==> config.mk <==
export PLATFORM = sky130hd
export DESIGN_NAME = tone_seq_gen
export DESIGN_NICKNAME = d
export VERILOG_FILES = /design/src/rtl/tone_seq_gen.sv
export SDC_FILE = /design/constraint.sdc
export NUM_CORES = 1
export LEC_CHECK = 0
export CORE_AREA = 2 2 128 130
export DETAILED_ROUTE_END_ITERATION = 10
export DIE_AREA = 0 0 130 132
export GPL_ROUTABILITY_DRIVEN = 0
export PLACE_DENSITY = 0.66
export SETUP_SLACK_MARGIN = 0.4
export SKIP_CTS_REPAIR_TIMING = 1
export SLEW_MARGIN = 10
export SYNTH_ARGS = -nofsm -noshare
export SYNTH_HDL_FRONTEND = slang
export SYNTH_SLANG_ARGS = --single-unit
==> constraint.sdc <==
create_clock -name clk -period 12.1 [get_ports clk]
set_input_delay 1.815 -clock clk [delete_from_list [all_inputs] [get_ports clk]]
set_output_delay 1.815 -clock clk [all_outputs]
set_load 0.01 [all_outputs]
==> src/rtl/tone_seq_gen.sv <==
// tone_seq_gen: highest-key chromatic square-wave tone generator with octave transpose and sustain
module tone_seq_gen #(
  parameter int CLK_HZ      = 50_000_000,
  parameter int N_KEYS      = 16,
  parameter int CNT_W       = 22,
  parameter int SUSTAIN_CYC = 5_000_000
) (
  input  logic              clk,
  input  logic              rst_n,
  input  logic              en,
  input  logic [N_KEYS-1:0] keys,
  input  logic [2:0]        oct_shift,
  output logic              beep,
  output logic              busy
);
  typedef enum logic [1:0] {IDLE, PLAY, SUSTAIN} state_t;
  localparam logic [63:0] FMHZ [12] = '{64'd261626, 64'd277183, 64'd293665, 64'd311127,
                                        64'd329628, 64'd349228, 64'd369994, 64'd391995,
                                        64'd415305, 64'd440000, 64'd466164, 64'd493883};
  function automatic logic [63:0] hcalc(input int s);
    return 64'(CLK_HZ) * 64'd1000 / (64'd2 * FMHZ[s]);
  endfunction
  localparam logic [63:0] HT [12] = '{hcalc(0), hcalc(1), hcalc(2), hcalc(3), hcalc(4), hcalc(5),
                                      hcalc(6), hcalc(7), hcalc(8), hcalc(9), hcalc(10), hcalc(11)};
  localparam logic [CNT_W-1:0] MAXV = '1;
  state_t            state, nstate;
  logic [N_KEYS-1:0] ks1, ks;
  logic [5:0]        k;
  logic [3:0]        sidx;
  int                osc, o;
  logic [63:0]       raw;
  logic [CNT_W-1:0]  half, pend, pend_v, cur_half, tone_cnt;
  logic [31:0]       sus_cnt;
  logic              kany, toggle, sus_done;
  always_comb begin
    k = '0;
    for (int i = 0; i < N_KEYS; i++) k = ks[i] ? 6'(i) : k;
    sidx = 4'(k % 6'd12);
    osc = int'($signed(oct_shift));
    osc = osc < -2 ? -2 : osc > 2 ? 2 : osc;
    o = int'(k / 6'd12) + osc;
    o = o < -3 ? -3 : o > 3 ? 3 : o;
    raw = o >= 0 ? HT[sidx] >> o : HT[sidx] << -o;
    half = raw > 64'(MAXV) ? MAXV : raw == 64'd0 ? CNT_W'(1) : raw[CNT_W-1:0];
  end
  always_comb begin
    kany = |ks;
    pend_v = kany ? half : pend;
    toggle = tone_cnt == cur_half - CNT_W'(1);
    sus_done = sus_cnt == 32'(SUSTAIN_CYC - 1);
    nstate = !en ? IDLE :
             state == IDLE ? (kany ? PLAY : IDLE) :
             kany ? PLAY :
             state == PLAY ? (SUSTAIN_CYC > 0 ? SUSTAIN : IDLE) :
             sus_done ? IDLE : SUSTAIN;
  end
  always_ff @(posedge clk) begin
    if (!rst_n) begin
      ks1 <= '0;
      ks <= '0;
      state <= IDLE;
      busy <= 1'b0;
      beep <= 1'b0;
      tone_cnt <= '0;
      sus_cnt <= '0;
      cur_half <= '0;
      pend <= '0;
    end else begin
      ks1 <= keys;
      ks <= ks1;
      state <= nstate;
      busy <= nstate != IDLE;
      pend <= pend_v;
      if (nstate == IDLE) begin
        beep <= 1'b0;
        tone_cnt <= '0;
        sus_cnt <= '0;
      end else if (state == IDLE) begin
        cur_half <= half;
        tone_cnt <= '0;
        sus_cnt <= '0;
        beep <= 1'b1;
      end else begin
        tone_cnt <= toggle ? '0 : tone_cnt + CNT_W'(1);
        sus_cnt <= state == PLAY ? '0 : sus_cnt + 32'd1;
        if (toggle) beep <= ~beep;
        // new pitch only takes effect at the start of a high phase
        if (toggle && !beep) cur_half <= pend_v;
      end
    end
  end
endmodule

# [Word level (Yosys, flattened, before mapping)]
# Memory sizes are Yosys's and may differ from the RTL's.
# Index checks and enable logic that the tools add are counted.
[op_classes] n_reduce_logical=13 n_addsub=5 eq_ne=3 shift=2 div_mod_pow=2 n_mux=35 n_bitwise=4 n_lt_le_gt_ge=7
[ops] operator="2-to-1 mux 64 bit" count=3
[ops] operator="2-to-1 mux 32 bit" count=4
[ops] operator="2-to-1 mux 22 bit" count=5
[ops] operator="> comparator 64 x 22 -> 1 bit, second input constant" count=1
[ops] operator="zero test 64 bit" count=1
[ops] operator="<< shifter 64 x 32 -> 64 bit" count=1
[ops] operator="right shift 64 x 32 -> 64 bit" count=1
[ops] operator="adder 32 x 1 -> 32 bit, second input constant" count=1
[ops] operator="adder 32 bit" count=1
[ops] operator="divider 6 x 4 -> 32 bit, second input constant" count=1
[ops] operator="== test 32 x 23 -> 1 bit, second input constant" count=1
[ops] operator=">= comparator 32 x 1 -> 1 bit, second input constant" count=1
[ops] operator="> comparator 32 x 3 -> 1 bit, second input constant" count=1
[ops] operator="< comparator 32 x 3 -> 1 bit, second input constant" count=1
[ops] operator="2-to-1 mux 4 bit" count=8
[ops] operator="negator 32 bit" count=1
[ops] operator="adder 22 x 1 -> 22 bit, second input constant" count=1
[ops] operator="== test 22 bit" count=1
[ops] operator="subtractor 22 x 1 -> 22 bit, second input constant" count=1
[ops] operator="OR reduction 16 bit" count=1
[ops] operator="2-to-1 mux 2 bit" count=7
[ops] operator="2-to-1 mux 3 bit" count=4
[ops] operator="OR reduction 4 bit" count=2
[ops] operator="remainder unit 6 x 4 -> 6 bit, second input constant" count=1
[ops] operator="other kinds (13)" count=21
[word_totals] mem_count=1 regBits=134 input_bits=22 rom_bits=1024 elab_cells=81 out_inout_bits=2
[memory_table] memory="(no name shown)" depth=16 width=64 read_ports=1 rd_clocked_by_memory_dff=0 write_ports=0 line="43" text="raw = o >= 0 ? HT[sidx] >> o : HT[sidx] << -o;"

# [Depth between registers and ports, before layout]
# Gate-level depths: netlist (run 1).
[depth] depth_word=29 ltp_mapped=22

# [Worst setup path before layout (run 1)]
# OpenSTA, ideal clock, no wires.
[synth_path] kind="input to register" start="in oct_shift[1]" end="reg cur_half[10]" arrival_time_ns=6.100 path_slack_ns=5.877 path_stages=21 path_buffers=2 path_cell_list="or2_2 a21boi_0 ha_1 ha_1 inv_1 ha_1 nand4bb_1 or4_1 a21o_1 clkinv_1 clkbuf_1 clkbuf_1 ha_1 nand3_1 nor3_1 a21oi_1 nand2_1 a211oi_1 a311oi_1 nor3_1 o22ai_1"
[synth_between] elab_chain_cells=16 word_cells_on_any_way=21 classes_between="add/sub (2); order compare (6); shift (2); mux (10); reduce/logical (1)"
[synth_rtl] item="start, declared" line="12" text="input logic [2:0] oct_shift,"
[synth_rtl] item="> comparator 3 bit" line="40" text="osc = osc < -2 ? -2 : osc > 2 ? 2 : osc;"
[synth_rtl] item="2-to-1 mux 32 bit" line="40"
[synth_rtl] item="2-to-1 mux 32 bit (*)" line="40"
[synth_rtl] item="adder 32 bit (*)" line="41" text="o = int'(k / 6'd12) + osc;"
[synth_rtl] item="> comparator 32 x 3 -> 1 bit" line="42" text="o = o < -3 ? -3 : o > 3 ? 3 : o;"
[synth_rtl] item="2-to-1 mux 32 bit" line="42"
[synth_rtl] item="2-to-1 mux 32 bit (*)" line="42"
[synth_rtl] item="negator 32 bit" line="43"
[synth_rtl] item="<< shifter 64 x 32 -> 64 bit" line="43"
[synth_rtl] item="2-to-1 mux 64 bit (*)" line="43"
[synth_rtl] item="parallel branches: the longest is 2 deep, another holds > comparator 64 x 22 -> 1 bit"
[synth_rtl] item="2-to-1 mux 22 bit (*)" line="44" text="half = raw > 64'(MAXV) ? MAXV : raw == 64'd0 ? CNT_W'(1) : raw[CNT_W-1:0];"
[synth_rtl] item="2-to-1 mux 22 bit" line="48" text="pend_v = kany ? half : pend;"
[synth_rtl] item="2-to-1 mux 22 bit" line="88" text="if (toggle && !beep) cur_half <= pend_v;"
[synth_rtl] item="2-to-1 mux 22 bit (*)" line="78" text="end else if (state == IDLE) begin"
[synth_rtl] item="end signal, assigned" line="79" text="cur_half <= half;"
[synth_rtl] item="end signal, assigned" line="88"
[synth_rtl] item="end, declared" line="32" text="logic [CNT_W-1:0] half, pend, pend_v, cur_half, tone_cnt;"
# Mark *: on every way between the ends. The select of a mux whose other input is x is not followed.
# A chain may end at the register's enable or synchronous reset.

# [Final worst setup path (run 1)]
[layout_path] start="in oct_shift[2]" end="reg cur_half[18]"
# The elaborated chain is that of the path after synthesis.

==> results.cfg, run 1 <==
[die]
start_util_pct = 49.5
die_y_um = 132
core_mm2 = 0.0157
dieArea_mm2 = 0.0172
die_w_um = 130
ios = 24
rows = 46

[global_route]
grt_max_degree = 78
grt_pass1_wl_mm = 33.4
grt_usage_pct = 24.0
antenna_found_initial = 0
grt.overflow.total = 0
grt_pass1_vias = 6751

[placed_design]
dp.cells = 1197
hpwl_mm = 14.0
dp_worst_setup_slack_ns = 3.50
io_buffers = 23

[clocking]
cts_max_path_buffers = 2
numClockSinks = 134
clk_latency_ns = 0.43
htreeDepth = 4
cts_made_buffers = 17
clk_pin_slew_ns = 0.05
root_buffer = clkbuf_16
cts_tree = done

[sta]
clock-skew-final_ns = 0.00930
hold_viol = 0
relSlewSlack_pct = 33.2
setup_viol = 0
min_period_ns = 8.38
fmax_mhz = 119
final_max_slew_viol_count = 0
tns_ns = 0
post-route-period-util_pct = 69.2
tightest_slew_ns = 0.999
rsz0062_at_grt = no
setup_ws_ns = 3.72

[routing]
final_antenna_net_count = 0
wire_per_inst_um = 16.2
num_vias = 7239
drt-pass1-iter-count = 7
viasPerCell = 5.90
routed_wl_mm = 19.9
drc = 0
drt_iter0_markers = 956

[final_layout]
nNetsFinal = 1039
layout_commonest_cell = nor2_1
final_cell_mix = nor2_1, dfxtp_1, nand2_1
insertedDiodeCount = 0
fill_cells = 1480
drive_above_1_share_pct = 5.54
area_growth_pct = 11.5
fin_cells = 1227

[power_and_ir_drop]
leakage_nw = 3.11
pwr-share-clk_pct = 39.6
swShare_pct = 30.2
p_per_area_mw_per_mm2 = 148
peakVddDrop_v = 0.000106
p_sw_mw = 0.388
p_seq_share_pct = 37.9
internal-power_mw = 0.896
power.share.combinational_pct = 22.6

[worst_setup_path]
crit_buf_inv = 5
worstPathMaxFanout = 38
critPathSlowestCell = clkinv_1
cpMostUsedCell = ha_1
critical-path-max-stage-delay_ns = 1.00
critPathTopFamily = buffers and inverters
cp-end-kind = register
start_kind = primary input
critPathRequiredTime_ns = 12.45
path_class = primary input to register
critPathArrivalTime_ns = 8.72
path_cells = clkdlybuf4s50_1 -> or2_2 -> a21boi_0 -> ha_1 -> nand2_1 -> ha_1 -> buf_4 -> inv_1 -> or4_1 -> a21o_1 -> clkinv_1 -> ha_1 -> clkinv_1 -> nor2_1 -> a22oi_1 -> a21oi_1 -> o221ai_1 -> a21oi_1

[yosys]
synthArstFlopShare_pct = 0
netlist_area_mm2 = 0.00778
synth_edf_count = 0
syn_avg_cell_area_um2 = 7.75
synth_warnings = 0
yosysUniqueCellTypes = 71
syn_inst = 1004
ys_seq_area_share_pct = 34.5
ys_seq_elements = 134
ys.flop_type = dfxtp_1
postSynthNetCount = 1043

[run_status]
status = complete, no violations

[flow_run]
cap_viol_max_count = 0

[min_path]
hold_class = register to register
cell type report:
class                           count  area, µm²  area share (%)
Inverter                           21       78.8           0.908
Clock buffer                       22        474            5.46
Tap cell                          216        270            3.11
Sequential cell                   134       2680            30.9
Multi-Input combinational cell    794       4780            55.1
Clock inverter                      8       98.8            1.14
Timing Repair Buffer               32        293            3.37
kinds of logic (layout without fill, tap and decap cells):
kind of cell | Yosys count | in the layout | synth area share, %
AND/OR/NAND/NOR | 448 | 448 | 27.9
XOR/XNOR | 76 | 76 | 8.56
adder cells (fa/ha/maj) | 17 | 17 | 2.73
buffers and inverters | 76 | 83 | 4.07
AO/OA/AOI/OAI | 243 | 243 | 21.0
multiplexers | 10 | 10 | 1.35
flip-flops | 134 | 134 | 34.5
synth_stat cells, types with 6 or more instances:
cell      count  area share, %
nand3_1      31            2.0
and2_1       39            3.1
nor4_1       14            1.1
o31ai_1       7           0.68
xor2_1       37            4.2
nand2b_1     10           0.80
a21o_1        8           0.77
a211oi_1     13            1.3
clkbuf_1     46            2.2
a22oi_1       7           0.68
inv_1        18           0.87
o211ai_1     13            1.3
nand2_1     100            4.8
ha_1         17            2.7
o21ai_0      44            2.8
or3_1         9           0.72
a21oi_1      51            3.3
nand4_1      14            1.1
or2_2         6           0.48
nor3_1       33            2.1
or4_1         8           0.77
a31oi_1      12           0.96
and3_1       17            1.4
dfxtp_1     134             34
nor2_1      147            7.1
xnor2_1      39            4.4
mux2i_1       6           0.77
o32ai_1       6           0.68
o22ai_1      23            1.8
o221ai_1      6           0.68
flip-flops by register name (all words and copies together) (netlist names):
signal    cells
beep          1
sus_cnt      32
tone_cnt     22
ks           16
busy          1
pend         22
ks1          16
state         2
cur_half     22
metal layers:
layer,vias to the layer above,global-route usage (%),part of all wire (%)
met3,52,6.45,6.3
li1,3609,-,-
met2,250,36.4,45
met4,0,9.32,3.0
met1,3328,32.3,46
met5,-,0,0
power by group through the flow:
| stage | Clock [mW] | Sequential (mW) | Combinational [mW] |
|---|---|---|---|
| after floorplan | 0 | 0.487 | 0.218 |
| after CTS | 0.519 | 0.485 | 0.283 |
| after detailed placement | 0 | 0.495 | 0.281 |
| after global routing | 0.540 | 0.489 | 0.318 |
| after global placement | 0 | 0.494 | 0.282 |
| final | 0.508 | 0.486 | 0.290 |
metrics by stage:
step / util (%) / power (mW) / hold slack [ns] / area (µm²)
final: 55.2 / 1.28 / 0.430 / 8680
after global routing: 55.2 / 1.35 / 0.438 / 8680
after CTS: 55.2 / 1.29 / 0.432 / 8680
after detailed placement: 51.6 / 0.776 / 0.419 / 8110
after global placement: 51.6 / 0.777 / 0.413 / 8110
after floorplan: - / 0.705 / 0.412 / 7780
path summary, 6_finish.rpt:
kind                                    from           end  slack, ns  cells past startpoint
worst max-delay path            oct_shift[2]  cur_half[18]       3.72                     18
worst min-delay path                  ks1[3]         ks[3]       0.43                      1
worst max register to register        ks[13]  cur_half[18]       5.08                     17
worst min register to register        ks1[3]         ks[3]       0.43                      1
No activity file was read; power rests on OpenSTA's default activity.
==> inputs of run 2 (changes only) <==
- clock period: 12.1 -> 7.84 ns (I/O delays scaled with it)
==> results.cfg, run 2 (synthesis results as in run 1) <==
[power_and_ir_drop]
p_per_area_mw_per_mm2 = 227
swShare_pct = 32.0
internal-power_mw = 1.35
p_sw_mw = 0.634
power.share.combinational_pct = 22.6
p_seq_share_pct = 37.8
peakVddDrop_v = 0.000157
leakage_nw = 3.13
pwr-share-clk_pct = 39.6

[final_layout]
largest-register = sus_cnt
post-route-util_pct = 55.4
insertedDiodeCount = 0
layout_commonest_cell = nor2_1
final_area_mm2 = 0.00871
largest_reg_flops = 32
nNetsFinal = 1043
drive_above_1_share_pct = 6.29
area_growth_pct = 12.0
final_cell_mix = nor2_1, dfxtp_1, nand2_1

[sta]
setup_viol = 0
min_period_ns = 6.66
hold_viol = 0
rsz0062_at_grt = no
tightest_slew_ns = 1.03
tns_ns = 0
post-route-period-util_pct = 84.9
clock-skew-final_ns = 0.00902
setup_ws_ns = 1.18
final_max_slew_viol_count = 0
fmax_mhz = 150
timing.hold.ws_ns = 0.432
relSlewSlack_pct = 30.6

[worst_setup_path]
r2r-end = cur_half[19]
rr_worst_depth = 19
cp-end-kind = register
critPathRequiredTime_ns = 8.12
critPathArrivalTime_ns = 6.94
worstPathMaxFanout = 15
timing.rr.start = ks[13]
critPathSlowestCell = a21oi_1
path_class = primary input to register
critPathTopFamily = compound AO/OA/AOI/OAI gates
path_cells = clkdlybuf4s50_1 -> or2_2 -> a21boi_0 -> ha_1 -> ha_1 -> inv_1 -> ha_1 -> nand4bb_1 -> or3_1 -> o21ai_1 -> inv_1 -> ha_1 -> nand3_1 -> nor3_1 -> a21oi_1 -> nand2_1 -> o32ai_1 -> a211oi_1
cpMostUsedCell = ha_1
critical-path-max-stage-delay_ns = 0.67
reg2reg_setup_slack_ns = 1.85
start_kind = primary input
crit_buf_inv = 3

[clocking]
clk_latency_ns = 0.42
root_buffer = clkbuf_16
cts_made_buffers = 17
cts_max_path_buffers = 2
numClockSinks = 134
clk_pin_slew_ns = 0.06
cts_tree = done
htreeDepth = 4

[routing]
wire_per_inst_um = 16.2
wl_met3_mm = 1.20
final_antenna_net_count = 0
viasPerCell = 5.89
num_vias = 7268
wl_met2_mm = 8.86
top_layer = met4
drc = 0
drt_iter0_markers = 840
m1WireLength_mm = 9.28
routed_wl_mm = 20.0
drt-pass1-iter-count = 6

[min_path]
hp-start = ks1[1]
hold_class = register to register
hold_depth = 1
min_to = ks[1]

[placed_design]
dp_worst_setup_slack_ns = 0.857
place_area_mm2 = 0.00814
io_buffers = 23
hpwl_mm = 14.1

[global_route]
grt_pass1_wl_mm = 32.8
grt.overflow.total = 0
antenna_found_initial = 0
grt_pass1_vias = 6670
grt_max_degree = 78
grt_usage_pct = 23.5

[die]
ios = 24
die_w_um = 130
core_mm2 = 0.0157
die_y_um = 132
start_util_pct = 49.5
dieArea_mm2 = 0.0172
rows = 46

[run_status]
status = complete, no violations

[flow_run]
cap_viol_max_count = 0
==> run 2: stage by stage <==
stage	instances	power (mW)
floorplan	1004	1.09
global placement	1201	1.20
detailed placement	1201	1.20
CTS	1233	1.99
global route	1233	2.07
finish	1233	1.98
==> run 2: how the worst max path moves through the flow <==
stage | end | cells past startpoint | slack, ns | from
after detailed placement | cur_half[19] | 18 | 0.86 | oct_shift[2]
after floorplan | cur_half[10] | 21 | 2.26 | oct_shift[1]
final | cur_half[19] | 18 | 1.18 | oct_shift[2]
after global placement | cur_half[1] | 18 | 0.98 | oct_shift[2]
after CTS | cur_half[19] | 18 | 1.28 | oct_shift[2]
after global routing | cur_half[10] | 20 | 0.69 | oct_shift[2]
==> run 2: area by class of cell <==
type,count,area [µm²]
clock inverters,14,136
clock buffers,18,439
repair buffers,36,323
fillers,1462,7000
multi-input cells,794,4780
well taps,216,270
flip-flops and latches,134,2680
inverters,21,78.8
==> run 2: metal layers <==
layer	vias up	GRT usage [%]
met4	0	9.08
met2	242	36.2
met3	54	6.25
met1	3369	31.2
met5	-	0
li1	3603	-
==> run 2: power by group through the flow <==
stage	Clock [mW]	Combinational, mW	Sequential [mW]
floorplan	0	0.336	0.752
global placement	0	0.439	0.761
detailed placement	0	0.437	0.762
CTS	0.800	0.440	0.747
global route	0.830	0.489	0.752
finish	0.785	0.448	0.748
==> inputs of run 3 (changes only) <==
- PLACE_DENSITY: 0.66 -> 0.69
- clock period: 7.84 -> 5.7 ns (I/O delays scaled with it)
==> results.cfg, run 3 (synthesis results as in run 1) <==
[run_status]
status = complete, no violations

[clocking]
clk_latency_ns = 0.43
cts_made_buffers = 17
cts_max_path_buffers = 2
root_buffer = clkbuf_16
htreeDepth = 4
numClockSinks = 134
clk_pin_slew_ns = 0.06
cts_tree = done

[global_route]
grt_pass1_vias = 6693
antenna_found_initial = 0
grt.overflow.total = 0
grt_pass1_wl_mm = 33.2
grt_usage_pct = 24.0
grt_max_degree = 42

[power_and_ir_drop]
leakage_nw = 3.18
peakVddDrop_v = 0.000234
p_per_area_mw_per_mm2 = 309

[sta]
clock-skew-final_ns = 0.0114
setup_ws_ns = 0.713
hold_viol = 0
fmax_mhz = 201
rsz0062_at_grt = no
setup_viol = 0
relSlewSlack_pct = 33.7
final_max_slew_viol_count = 0
timing.hold.ws_ns = 0.429
min_period_ns = 4.99
post-route-period-util_pct = 87.5
tightest_slew_ns = 0.992
tns_ns = 0

[worst_setup_path]
crit_start = oct_shift[1]
reg2reg_setup_slack_ns = 1.16
critPathArrivalTime_ns = 5.30
path_class = primary input to register
timing.rr.start = ks[13]
start_kind = primary input
cp-end-kind = register
worstPathMaxFanout = 11
critPathRequiredTime_ns = 6.01

[flow_run]
cap_viol_max_count = 0

[final_layout]
fill_cells = 1456
largest_reg_flops = 32
post-route-util_pct = 56.1
insertedDiodeCount = 0
layout_commonest_cell = nor2_1
seq_area_mm2 = 0.00268
largest-register = sus_cnt
multi_input_area_mm2 = 0.00479
nNetsFinal = 1056
area_growth_pct = 13.2
drive_above_1_share_pct = 7.57
final_cell_mix = nor2_1, dfxtp_1, nand2_1

[die]
rows = 46
dieArea_mm2 = 0.0172
die_y_um = 132
ios = 24
start_util_pct = 49.5
die_w_um = 130
core_mm2 = 0.0157

[placed_design]
hpwl_mm = 14.5
dp_worst_setup_slack_ns = 0.297
io_buffers = 23

[routing]
wire_per_inst_um = 16.2
drt-pass1-iter-count = 6
final_antenna_net_count = 0
num_vias = 7387
routed_wl_mm = 20.2
drc = 0
drt_iter0_markers = 773
viasPerCell = 5.93

[min_path]
hp-start = ks1[8]
hold_class = register to register
## run 3: critical path: stages
cell	delay, ns
clkdlybuf4s50_1	0.43
or2_2	0.33
a21boi_1	0.22
ha_1	0.21
ha_1	0.15
inv_1	0.05
ha_1	0.28
nand4bb_1	0.21
or4_1	0.51
a21o_1	0.33
clkinv_1	0.10
ha_1	0.25
nand3_1	0.14
nor3_1	0.07
a21oi_1	0.15
buf_4	0.19
nand2_1	0.09
a211oi_1	0.32
a311oi_2	0.10
nor3_1	0.21
o22ai_1	0.10
## run 3: final timing paths
| kind | end | cells after the start |
|---|---|---|
| worst max-delay path | cur_half[10] | 21 |
| worst min-delay path | ks[8] | 1 |
| worst max register to register | cur_half[10] | 21 |
| worst min register to register | ks[8] | 1 |
## run 3: routing by layer
layer	wire length [µm]	global-route usage, %
met5	0	0
met4	497	9.14
met3	1330	6.78
met2	9130	36.5
met1	9200	32.1
## run 3: power breakdown
| group | internal [mW] | switching, mW |
|---|---|---|
| Sequential | 0.986 | 0.0432 |
| Clock | 0.615 | 0.446 |
| Combinational | 0.252 | 0.377 |
## run 3: area by class of cell
class                   instances  area share, %
multi-input cells             794           54.4
flip-flops and latches        134           30.5
clock buffers                  19           5.03
repair buffers                 49           4.77
well taps                     216           3.07
clock inverters                13           1.38
inverters                      21          0.895
## run 3: metrics by stage
step	area, µm²	power (mW)	std cells
finish	8810	2.72	1246
global route	8810	2.84	1246
CTS	8800	2.72	1246
detailed placement	8240	1.66	1214
global placement	8240	1.66	1214
floorplan	7790	1.50	1004
